### src/rtl/kronos_types.sv
// Shared type definitions for the kronos core and its system glue.
package kronos_types;

    // Arbiter FSM: a grant is issued in IDLE and acknowledged in RESP.
    typedef enum logic {
        ARB_IDLE = 1'b0,
        ARB_RESP = 1'b1
    } arb_state_e;

    // Byte address bit where the SRAM word address begins.
    localparam int ARB_WORD_LSB = 2;

endpackage

### src/rtl/kronos_mem_arbiter.sv
// Two-port (fetch + data) to single-port SRAM arbiter. Data has priority;
// a saturating streak counter lets a waiting fetch through after
// MAX_DATA_STREAK consecutive data grants (0 disables the guard).
module kronos_mem_arbiter
    import kronos_types::*;
#(
    parameter int ADDR_W          = 11,
    parameter int MAX_DATA_STREAK = 4
) (
    input  logic              clk,
    input  logic              rstz,

    input  logic [31:0]       instr_addr,
    input  logic              instr_req,
    output logic [31:0]       instr_data,
    output logic              instr_ack,

    input  logic [31:0]       data_addr,
    input  logic [31:0]       data_wr_data,
    input  logic [3:0]        data_wr_mask,
    input  logic              data_wr_en,
    input  logic              data_req,
    output logic [31:0]       data_rd_data,
    output logic              data_ack,

    output logic [ADDR_W-1:0] mem_addr,
    output logic [31:0]       mem_wdata,
    input  logic [31:0]       mem_rdata,
    output logic              mem_en,
    output logic              mem_wr_en,
    output logic [3:0]        mem_wr_mask
);

    localparam int STREAK_W = (MAX_DATA_STREAK > 0) ? $clog2(MAX_DATA_STREAK + 1) : 1;
    localparam logic [STREAK_W-1:0] STREAK_MAX = STREAK_W'(MAX_DATA_STREAK);

    arb_state_e          state_q, state_d;
    logic                gnt_data_q, gnt_data_d;
    logic [STREAK_W-1:0] streak_q, streak_d;

    logic in_idle;
    logic instr_turn;
    logic grant_instr;
    logic grant_data;
    logic grant_any;

    // Address bits outside the word index are intentionally ignored.
    logic unused_addr_bits;
    assign unused_addr_bits = ^{instr_addr[31:ADDR_W+ARB_WORD_LSB], instr_addr[1:0],
                                data_addr[31:ADDR_W+ARB_WORD_LSB],  data_addr[1:0]};

    // Grant decision: data first, unless the fetch has waited out its streak.
    always_comb begin
        in_idle     = (state_q == ARB_IDLE);
        instr_turn  = (MAX_DATA_STREAK > 0) && (streak_q == STREAK_MAX);
        grant_instr = in_idle && instr_req && (!data_req || instr_turn);
        grant_data  = in_idle && data_req && !grant_instr;
        grant_any   = grant_instr || grant_data;
    end

    // Next-state, grant identity and starvation counter.
    always_comb begin
        state_d    = state_q;
        gnt_data_d = gnt_data_q;
        streak_d   = streak_q;
        case (state_q)
            ARB_IDLE: begin
                if (grant_any) begin
                    state_d    = ARB_RESP;
                    gnt_data_d = grant_data;
                end
            end
            default: begin
                // Never chain a grant out of RESP: the SRAM read is in flight.
                state_d = ARB_IDLE;
            end
        endcase

        if (grant_instr) begin
            streak_d = '0;
        end else if (grant_data) begin
            if (!instr_req) begin
                streak_d = '0;
            end else if (streak_q != STREAK_MAX) begin
                streak_d = streak_q + STREAK_W'(1);
            end
        end
    end

    // State registers with asynchronous active-low reset.
    always_ff @(posedge clk or negedge rstz) begin
        if (!rstz) begin
            state_q    <= ARB_IDLE;
            gnt_data_q <= 1'b0;
            streak_q   <= '0;
        end else begin
            state_q    <= state_d;
            gnt_data_q <= gnt_data_d;
            streak_q   <= streak_d;
        end
    end

    // SRAM drive in the grant cycle; strobes are forced low while in reset.
    always_comb begin
        mem_en      = rstz && grant_any;
        mem_wr_en   = rstz && grant_data && data_wr_en;
        mem_wr_mask = (rstz && grant_data) ? data_wr_mask : 4'b0000;
        mem_wdata   = data_wr_data;
        mem_addr    = grant_data ? data_addr[ARB_WORD_LSB +: ADDR_W]
                                 : instr_addr[ARB_WORD_LSB +: ADDR_W];
    end

    // Response: one ack pulse in RESP, read data passed straight through.
    always_comb begin
        instr_ack    = (state_q == ARB_RESP) && !gnt_data_q;
        data_ack     = (state_q == ARB_RESP) && gnt_data_q;
        instr_data   = mem_rdata;
        data_rd_data = mem_rdata;
    end

endmodule

### config.mk
export PLATFORM = sky130hd
export DESIGN_NAME = kronos_mem_arbiter
export DESIGN_NICKNAME = d
export VERILOG_FILES = /design/src/rtl/kronos_types.sv /design/src/rtl/kronos_mem_arbiter.sv
export SDC_FILE = /design/constraint.sdc
export NUM_CORES = 1
export LEC_CHECK = 0
export ABC_AREA = 1
export CORE_AREA = 2 2 98 100
export DETAILED_ROUTE_END_ITERATION = 10
export DIE_AREA = 0 0 100 102
export PLACE_DENSITY = 0.71
export SYNTH_ARGS = -nofsm -noshare
export SYNTH_HDL_FRONTEND = slang
export SYNTH_SLANG_ARGS = --single-unit
### constraint.sdc
create_clock -name clk -period 2.6 [get_ports clk]
set_clock_uncertainty 0.15 [all_clocks]
set_input_delay 0.52 -clock clk [delete_from_list [all_inputs] [get_ports clk]]
set_output_delay 0.52 -clock clk [all_outputs]
set_load 0.01 [all_outputs]
---- Word-level counts from Yosys, hierarchy flattened ----
Cells that the tools add are included.
word-level totals
  bits in registers ....................... 5
  bits in latches ......................... 0
  bits in writable memories ............... 0
  memory bits (read-only) ................. 0
  logic and storage cells ................. 33
  memories ................................ 0
cells by class
  $add $sub $neg .......................... 1
  multipliers ............................. 0
  div/mod/pow operators ................... 0
  order comparisons ....................... 0
  equality and inequality tests ........... 3
  shift-type cells ........................ 0
  muxes and demuxes ....................... 8
  bitwise logic cells ..................... 1
  reductions and logical operators ........ 17
operator list
  operator             count
  $mux 3               4
  $mux 11              1
  $logic_and 1x1->1    9
  $mux 4               1
  $reduce_and 2->1     2
  $add 3x1->3 const B  1
  $eq 3x3->1 const B   1
  $logic_not 1->1      3
  $ne 3x1->1 const B   1
  $ne 3x3->1 const B   1
  $logic_or 1x1->1     2
  $mux 1               2
  $reduce_bool 2->1    1
  $not 1->1            1

---- Logic depth before layout (Yosys ltp) ----
Gate-level depths: netlist of run 1.
  word-level depth ........................ 8
  gate-level depth with buffers ........... 9
  mapped depth without buffers ............ 8

---- Least setup slack after synthesis of run 1 ----
OpenSTA, ideal clock, no wires.
  path kind ............................... register to output
  start ................................... reg streak_q[0]
  end ..................................... out mem_addr[0]
  arrival time ............................ 1.137 ns
  slack ................................... 0.793 ns
  stages on the path, launching flop included .. 10
  path buffers ............................ 1
  cell sequence ........................... dfrtp_1 > inv_1 > ha_1 > nand2_1 > nand2_1 > nand2_4 > nand2_2 > buf_6 > nand2_1 > nand2_1
on the way
  longest elaborated chain between the ends .. 6
ends and longest elaborated chain
  what                    line                       text
  start, declared         kronos_mem_arbiter.sv:39   logic [STREAK_W-1:0] streak_q, streak_d;
  start signal, assigned  kronos_mem_arbiter.sv:99   streak_q <= streak_d;
  $eq 3x3->1              kronos_mem_arbiter.sv:55   instr_turn = (MAX_DATA_STREAK > 0) && (streak_q == STREAK_MAX);
  $logic_or 1x1->1        kronos_mem_arbiter.sv:56   grant_instr = in_idle && instr_req && (!data_req || instr_turn);
  $logic_and 1x1->1       kronos_mem_arbiter.sv:56
  $logic_not 1->1         kronos_mem_arbiter.sv:57   grant_data = in_idle && data_req && !grant_instr;
  $logic_and 1x1->1       kronos_mem_arbiter.sv:57
  $mux 11                 kronos_mem_arbiter.sv:109  mem_addr = grant_data ? data_addr[ARB_WORD_LSB +: ADDR_W]
  end, declared           kronos_mem_arbiter.sv:26   output logic [ADDR_W-1:0] mem_addr,
No other way between the ends.

---- Worst setup path in the final report of run 1 ----
  start ................................... in instr_req
  end ..................................... out mem_addr[9]
on the way
  longest elaborated chain between the ends .. 5
ends and longest elaborated chain
  what                             line                       text
  start, declared                  kronos_mem_arbiter.sv:14   input logic instr_req,
  $logic_and 1x1->1 (2 in series)  kronos_mem_arbiter.sv:56
  $logic_not 1->1                  kronos_mem_arbiter.sv:57
  $logic_and 1x1->1                kronos_mem_arbiter.sv:57
  $mux 11                          kronos_mem_arbiter.sv:109
No other way between the ends.

==> results of run 1 <==
## metal layers
metal / vias to the layer above / wire length, um / global-route usage (%) / part of all wire [%]
li1: 388 / - / - / -
met1: 318 / 925 / 5.06 / 31
met2: 44 / 1290 / 6.91 / 44
met3: 35 / 414 / 2.60 / 14
met4: 0 / 310 / 7.80 / 11
met5: - / 0 / 0 / 0
## cells by family after synthesis
family,count (synthesis),synth area share [%]
AOI/OAI and AO/OA,2,0.909
and+or+nand+nor,61,22.0
buffers and inverters,114,64.9
adders and majority gates,2,2.02
DFF,5,10.1
## cell usage after synthesis, drive strengths merged
| master | count |
|---|---|
| nand2 | 37 |
| a21oi | 1 |
| buf | 99 |
| nor2 | 10 |
| nand4 | 1 |
| inv | 15 |
| nand3 | 13 |
| dfrtp | 5 |
| o22ai | 1 |
| ha | 2 |
## per-stage QoR
step | hold WS (ps) | worst slack, ps | std cells
final | 352 | -196 | 259
after global routing | 402 | -278 | 259
after CTS | 361 | -197 | 259
after detailed placement | 354 | -314 | 255
after global placement | 350 | -287 | 255
after floorplan | 74.4 | 793 | 184
## path summary, 6_finish.rpt
| kind | end | cells after the start |
|---|---|---|
| worst min-delay path | gnt_data_q | 2 |
| worst max register to register | gnt_data_q | 8 |
| worst min register to register | gnt_data_q | 2 |
| min in group asynchronous | gnt_data_q | 2 |
| max in group asynchronous | streak_q[0] | 2 |
| worst max-delay path | mem_addr[9] | 8 |
## timing repair
item                       4_1_cts  5_1_grt
resized for setup               13       17
setup endpoints to repair       17       16
pin swaps                        0        0
## worst max-delay path, stage by stage
cell	delay, ps
sky130_fd_sc_hd__clkdlybuf4s50_1	480
sky130_fd_sc_hd__inv_1	90
sky130_fd_sc_hd__nor2_4	120
sky130_fd_sc_hd__nand2_4	70
sky130_fd_sc_hd__nand2_4	140
sky130_fd_sc_hd__nand2_1	80
sky130_fd_sc_hd__nand2_1	70
sky130_fd_sc_hd__clkdlybuf4s50_1	550
## power by group through the flow
stage / Sequential (W) / Clock [W] / Combinational, W
2_1_floorplan: 0.0000972 / 0 / 0.000238
3_3_place_gp: 0.0000995 / 0 / 0.000215
3_5_place_dp: 0.0000998 / 0 / 0.000217
4_1_cts: 0.0000988 / 0.000144 / 0.000213
5_1_grt: 0.000101 / 0.000149 / 0.000233
6_report: 0.0000992 / 0.000141 / 0.000210
## sequential cells by signal (all words and copies together) (netlist names)
name        flops
gnt_data_q      1
streak_q        3
state_q         1
## cell type report
class | count | area (um^2)
tap | 111 | 139
timing repair buffer | 59 | 561
clock buffer | 4 | 45.0
inverter | 15 | 56.3
fill | 1039 | 7860
sequential | 5 | 125
multi-input combinational | 65 | 319
==> results.md, run 1 <==
Placed design:
- Port buffering added 49 buffers.
- The post-placement cell area is 1190 um^2.
- The half-perimeter wire length after placement is 2410 um.
- The congestion estimate from routability-driven global placement came to 0.827.

Global routing:
- The wire length of the first global-routing pass is 4140 um.
- The number of antenna violations at the first check in global routing was 0.
- The via count of the first global-routing pass is 796.
- The maximum number of pins on one net before global-route repair is 15.
- The overflow left after global routing is 0.
- The total global-route track usage is 5.28%.

Detailed routing:
- Dividing the detail-routed wire length by the instance count gives 11.3 um.
- The detailed router finished its first iteration with 16 violations.
- Summed over all layers, the routed wires come to 2940 um.
- For this run, design rule violations remaining after detail routing come to 0.
- Using the TritonRoute via totals, the vias-per-cell ratio works out to 3.03.
- The routed layout has 785 vias.
- The number of detailed-routing iterations run before antenna repair is 5.
- The count of nets left with antenna violations once routing finished came out at 0.

Clock network:
- The CTS sink count is 5.
- Buffers inserted to repair hold after CTS numbered 0.
- Clock-pin slew was measured on the worst setup and hold paths at 30 ps.
- The CTS root buffer is sky130_fd_sc_hd__clkbuf_8.
- The later pin in the worst-skew pair is clocked with a latency of 220 ps.
- The number of buffers added for setup after CTS is 0.
- The clock buffer count from CTS is 3.
- The number of levels in the clock H-tree is 1.
- The maximum buffer depth of the clock tree is 2.
- The TritonCTS clock tree is built.

Critical path:
- In this run the critical register-to-register path is launched from streak_q[0].
- Of all nets on the critical path, the largest fanout is 12.
- In this run the worst setup path begins at instr_req.
- Data on the critical path arrives at its endpoint at 2130 ps.
- The endpoint type of the worst setup path is a primary output.
- The register-to-register setup slack is 1180 ps.
- The critical path is of the input port to primary output type.
- At the worst endpoint, the required time is 1930 ps.
- The critical path startpoint category is an input port.

Logic synthesis:
- The fraction of post-synthesis cell area in the top cell type by area is 58.2%.
- The number of distinct library cell variants in the gate-level netlist after synthesis is 17.
- The cell count after synthesis came out at 184.
- The synthesized netlist occupies a cell area of 1240 um^2.
- Summed over all instances, the cell type with the most area after synthesis is sky130_fd_sc_hd__buf_4.
- The fraction of the yosys area taken by sequential cells is 10.1%.
- The post-synthesis register bit count is 5.
- The number of warning messages in the yosys log is 0.
- The net count of the mapped netlist is 323.
- Each instance of the synthesized netlist takes up on average 6.73 um^2.
- By area the synthesized netlist is led by sky130_fd_sc_hd__buf_4 58%, sky130_fd_sc_hd__nand2_1 11%, sky130_fd_sc_hd__dfrtp_1 10%, sky130_fd_sc_hd__nand3_1 4.8%, sky130_fd_sc_hd__inv_1 4.5%.

Floorplan:
- The number of placed I/O pins is 252.
- For this configuration, the core starts out at a cell density of 13.6%.
- Measured along the y axis, the die boundary spans 102 um.
- The area inside the core boundary is 9110 um^2.
- The floorplan has 35 rows.
- The die area is 10200 um^2.
- From left edge to right edge, the die measures 100 um.

Flow run:
- Max-cap violations in this run came to 0.

Finish:
- The post-route cell area is 1240 um^2.
- The total number of nets in the final design is 288.
- 0 antenna diodes ended up in the layout.
- The share of layout cells above drive strength 1 is 14.9%.
- The layout-stage area growth over the synthesis result is 0.505%.
- In the layout the commonest cells are 35 x sky130_fd_sc_hd__nand2_1, 35 x sky130_fd_sc_hd__clkdlybuf4s50_1, 15 x sky130_fd_sc_hd__inv_1.
- Cells fill 13.7% of the core in the end.

Timing:
- At the pin with the least slew margin, the transition time is 277 ps.
- After layout, the worst setup slack is -196 ps.
- The final critical delay including setup and external delays is 2800 ps.
- The count of endpoints failing hold in the final timing report is 0.
- The fmax is 358 MHz.
- Setup repair after global routing could not meet its margin everywhere.
- The total count of max-transition violations in the final report is 0.
- The total negative slack for setup checks is -496 ps.
- In the finished design, the share of the clock period the worst path needs comes to 108%.
- The total setup violations reported at the end of the flow is 3.
- The headroom to the max-slew limit is 81.5%.

Power:
- The design internal power is 0.000312 W.
- VDD sags by at most 125 uV.
- In this run the power density over the cells is 361 nW/um^2.
- After layout, the design draws a total of 0.000450 W.
- Registers are responsible for 22.0% of the overall power.
- The combinational share of power is 46.6%.
- The standby leakage power is 0.632 nW.
- The switching portion of total power is 30.7%.
- The switching power is 0.000138 W.
- The clock network fraction of design power is 31.3%.

Run status:
- The run finished, with violations left.
- The checks that failed: setup timing.

Hold path:
- In this run the most critical hold path is launched from gnt_data_q.
- The worst min-delay path class is flip-flop to flip-flop.
(Power assumes the default switching activity.)
==> run 2: changes to the inputs <==
--- a/config.mk
+++ b/config.mk
@@ -6,6 +6,8 @@
 export NUM_CORES = 1
 export LEC_CHECK = 0
 export ABC_AREA = 1
+export ABC_CLOCK_PERIOD_IN_PS = 2600
+export CAP_MARGIN = 0
 export CORE_AREA = 2 2 98 100
 export DETAILED_ROUTE_END_ITERATION = 10
 export DIE_AREA = 0 0 100 102
==> results of run 2 <==
Same layout as run 1: the final DEF is identical, and so are final timing and power.
==> run 3: changes to the inputs <==
--- a/config.mk
+++ b/config.mk
@@ -9,8 +9,10 @@
 export ABC_CLOCK_PERIOD_IN_PS = 2600
 export CAP_MARGIN = 0
 export CORE_AREA = 2 2 98 100
+export CTS_CLUSTER_SIZE = 16
 export DETAILED_ROUTE_END_ITERATION = 10
 export DIE_AREA = 0 0 100 102
+export GPL_TIMING_DRIVEN = 0
 export PLACE_DENSITY = 0.71
 export SYNTH_ARGS = -nofsm -noshare
 export SYNTH_HDL_FRONTEND = slang
==> results.md, run 3 (synthesis gave the netlist of run 1 again) <==
Global routing:
- The maximum number of pins on one net before global-route repair is 11 (-4).
- The wire length of the first global-routing pass is 6250 um (+51%).
- The overflow left after global routing is 0 (unchanged).
- The via count of the first global-routing pass is 1369 (+72%).
- The total global-route track usage is 7.61% (+2.3 points).
- The number of antenna violations at the first check in global routing is 0 (unchanged).

Hold path:
- In this run the worst hold path is classified as input port to asynchronous set/reset pin.

Timing:
- The fmax came to 419 MHz (+17%).
- The measured slew at the worst slew-check pin is 316 ps (+38.9 ps).
- The headroom to the max-slew limit is 78.9% (-2.6 points).
- The ratio of final minimum period to clock period came to 91.7% (-16 points).
- The count of endpoints failing hold in the final timing report came to 0 (unchanged).
- The final critical delay including setup and external delays is 2380 ps (-412 ps).
- Setup repair after global routing left no endpoint under its margin.
- The total count of max-transition violations in the final report was 0 (unchanged).
- The smallest hold slack is 139 ps (-214 ps).
- The total setup violations reported at the end of the flow is 0 (-3).
- The total negative slack for setup checks was 0 ps (+496 ps).

Critical path:
- The critical path goes through inv_1 > ha_1 > nand2_1 > nand2_1 > nand2_4 > nand2_4 > buf_6 > nand2_1 > nand2_1 > clkdlybuf4s15_1.
- The peak fanout along the critical path is 6 (-6).
- The data arrival time of the worst path is 1710 ps (-420 ps).
- The cell at the slowest stage of the critical path is sky130_fd_sc_hd__dfrtp_1.
- The endpoint type of the worst setup path is a primary output.
- The critical path startpoint category is a flip-flop.
- The critical path is of the flip-flop to primary output type.
- The family of cells with the greatest summed delay on the critical path is simple AND/OR/NAND/NOR gates.
- The most numerous cell on the critical path is sky130_fd_sc_hd__nand2_1.
- The required time of the critical path is 1930 ps (about the same).
- The biggest cell delay along the critical path is 380 ps (-170 ps).
- The total buffers and inverters traversed by the critical path was 3 (unchanged).

Clock network:
- The clock buffer count from CTS is 3 (unchanged).
- The total of hold buffers inserted after clock tree synthesis is 0 (unchanged).
- TritonCTS built the clock tree.
- Clock tree synthesis selected as its root buffer the cell sky130_fd_sc_hd__clkbuf_8.
- The clock latency at the later pin of the worst-skew pair is 220 ps (about the same).
- The register clock-pin slew on the reported worst setup and hold paths is 40 ps (about the same).
- The number of levels in the clock H-tree is 1 (unchanged).
- The maximum buffer depth of the clock tree was 2 (unchanged).
- The CTS sink count came to 5 (unchanged).

Power:
- The combinational share of power is 68.1% (+21 points).
- The standby leakage power is 1.46 nW (+130%).
- The total power divided by cell area came to 257 nW/um^2 (-29%).
- The design internal power is 0.000525 W (+68%).
- The switching power came to 0.000229 W (+66%).
- The clock network fraction of design power is 18.7% (-13 points).
- The sequential share of power is 13.2% (-8.8 points).
- The switching portion of total power was 30.4% (-0.30 points).
- The maximum vdd drop is 165 uV (+33%).

Finish:
- The number of inserted filler cells in the final layout is 981 (-5.6%).
- The number of antenna diodes came to 0 (unchanged).
- In the layout the commonest cells are 125 x sky130_fd_sc_hd__clkdlybuf4s50_1, 99 x sky130_fd_sc_hd__buf_4, 35 x sky130_fd_sc_hd__nand2_1.
- In the final layout, the registers with the most flip-flops are streak_q: 3 flops, gnt_data_q: 1 flops, state_q: 1 flops.
- The share of layout cells above drive strength 1 is 35.5% (+21 points).
- The most common cell after layout, fill and taps aside is sky130_fd_sc_hd__clkdlybuf4s50_1.
- The number of flip-flops under the largest register name was 3 (unchanged).
- The layout-stage area growth over the synthesis result is 136%.
- Counting flops per register, the top entry is streak_q.
- The total number of nets in the final design is 478 (+66%).
- The final non-filler cell total came to 449 (+73%).
- The core occupancy in the finished layout is 32.2% (+18 points).

Detailed routing:
- The average routed wire per standard cell is 10.4 um (-8.5%).
- The detailed-route DRC error count is 0 (unchanged).
- The highest metal layer with signal wires is met4.
- The total routed wire length on the met1 layer is 1580 um (+71%).
- The total length of routed wires is 4660 um (+59%).
- The DRC marker count from the first detailed-route iteration is 12 (-4).
- The remaining antenna violation count was 0 (unchanged).
- The number of detailed-routing iterations run before antenna repair is 3 (-2).
- The number of vias per cell is 3.39 (+12%).
- The via total after detailed routing is 1522 (+94%).
- The routed length on met2 came to 2610 um (+100%).
- The met3 wire length was 417 um (+0.72%).

Floorplan:
- The die area is 10200 um^2 (unchanged).
- The effective utilization at floorplan came to 13.6% (unchanged).
- The height of the chip was 102 um (unchanged).
- The number of placed I/O pins is 252 (unchanged).
- The area inside the core boundary is 9110 um^2 (unchanged).
- The number of rows created at floorplan is 35 (unchanged).
- The horizontal extent of the die is 100 um (unchanged).

Run status:
- The run finished with clean final reports.

Placed design:
- The half-perimeter wire length after placement is 4080 um (+69%).
- The number of cells after detailed placement is 440 (+73%).
- The number of port buffers came to 145 (+200%).
- The placer congestion estimate is 0.736 (-11%).

Flow run:
- The total of max-cap violations is 0 (unchanged).
-- run 3: power by group through the flow --
stage	Sequential, W	Combinational [W]	Clock, W
3_5_place_dp	0.0000992	0.000512	0
3_3_place_gp	0.0000993	0.000505	0
5_1_grt	0.000101	0.000552	0.000154
6_report	0.0000996	0.000513	0.000141
2_1_floorplan	0.0000972	0.000238	0
4_1_cts	0.0000993	0.000520	0.000145
-- run 3: per-layer routing --
metal  vias up  GRT usage [%]
met4         0           2.63
met1       649           8.13
met2       101           15.2
li1        766              -
met3         6           1.09
met5         -              0
-- run 3: final timing paths --
check                             from           to  slack [ps]  cells past startpoint
setup reg to reg           streak_q[0]   gnt_data_q        1060                      9
max in group asynchronous         rstz  streak_q[0]        1930                      1
hold reg to reg            streak_q[0]  streak_q[0]         360                      2
min in group clk           streak_q[0]  streak_q[0]         360                      2
hold / removal                    rstz      state_q         140                      1
setup / recovery           streak_q[0]  mem_addr[6]         220                     10
-- run 3: final cells by class --
type                            count  area [um^2]  share of cell area (%)
Buffer                             99          754                    25.8
Clock buffer                        4         45.0                    1.54
Inverter                           15         56.3                    1.92
Multi-Input combinational cell     65          323                    11.0
Sequential cell                     5          125                    4.27
Tap cell                          111          139                    4.74
Timing Repair Buffer              150         1490                    50.7
-- run 3: repair_timing --
action	4_1_cts	5_1_grt
pin swaps	2	0
setup endpoints to repair	17	9
gates resized for setup	42	2
setup buffers	4	0
gates cloned	1	0
-- run 3: per-stage QoR --
stage,area [um^2],power (W),worst slack [ps]
after floorplan,1240,0.000335,793
after global placement,2830,0.000604,-339
after detailed placement,2830,0.000611,-357
after CTS,2930,0.000764,2.63
after global routing,2930,0.000807,70.2
final,2930,0.000754,216
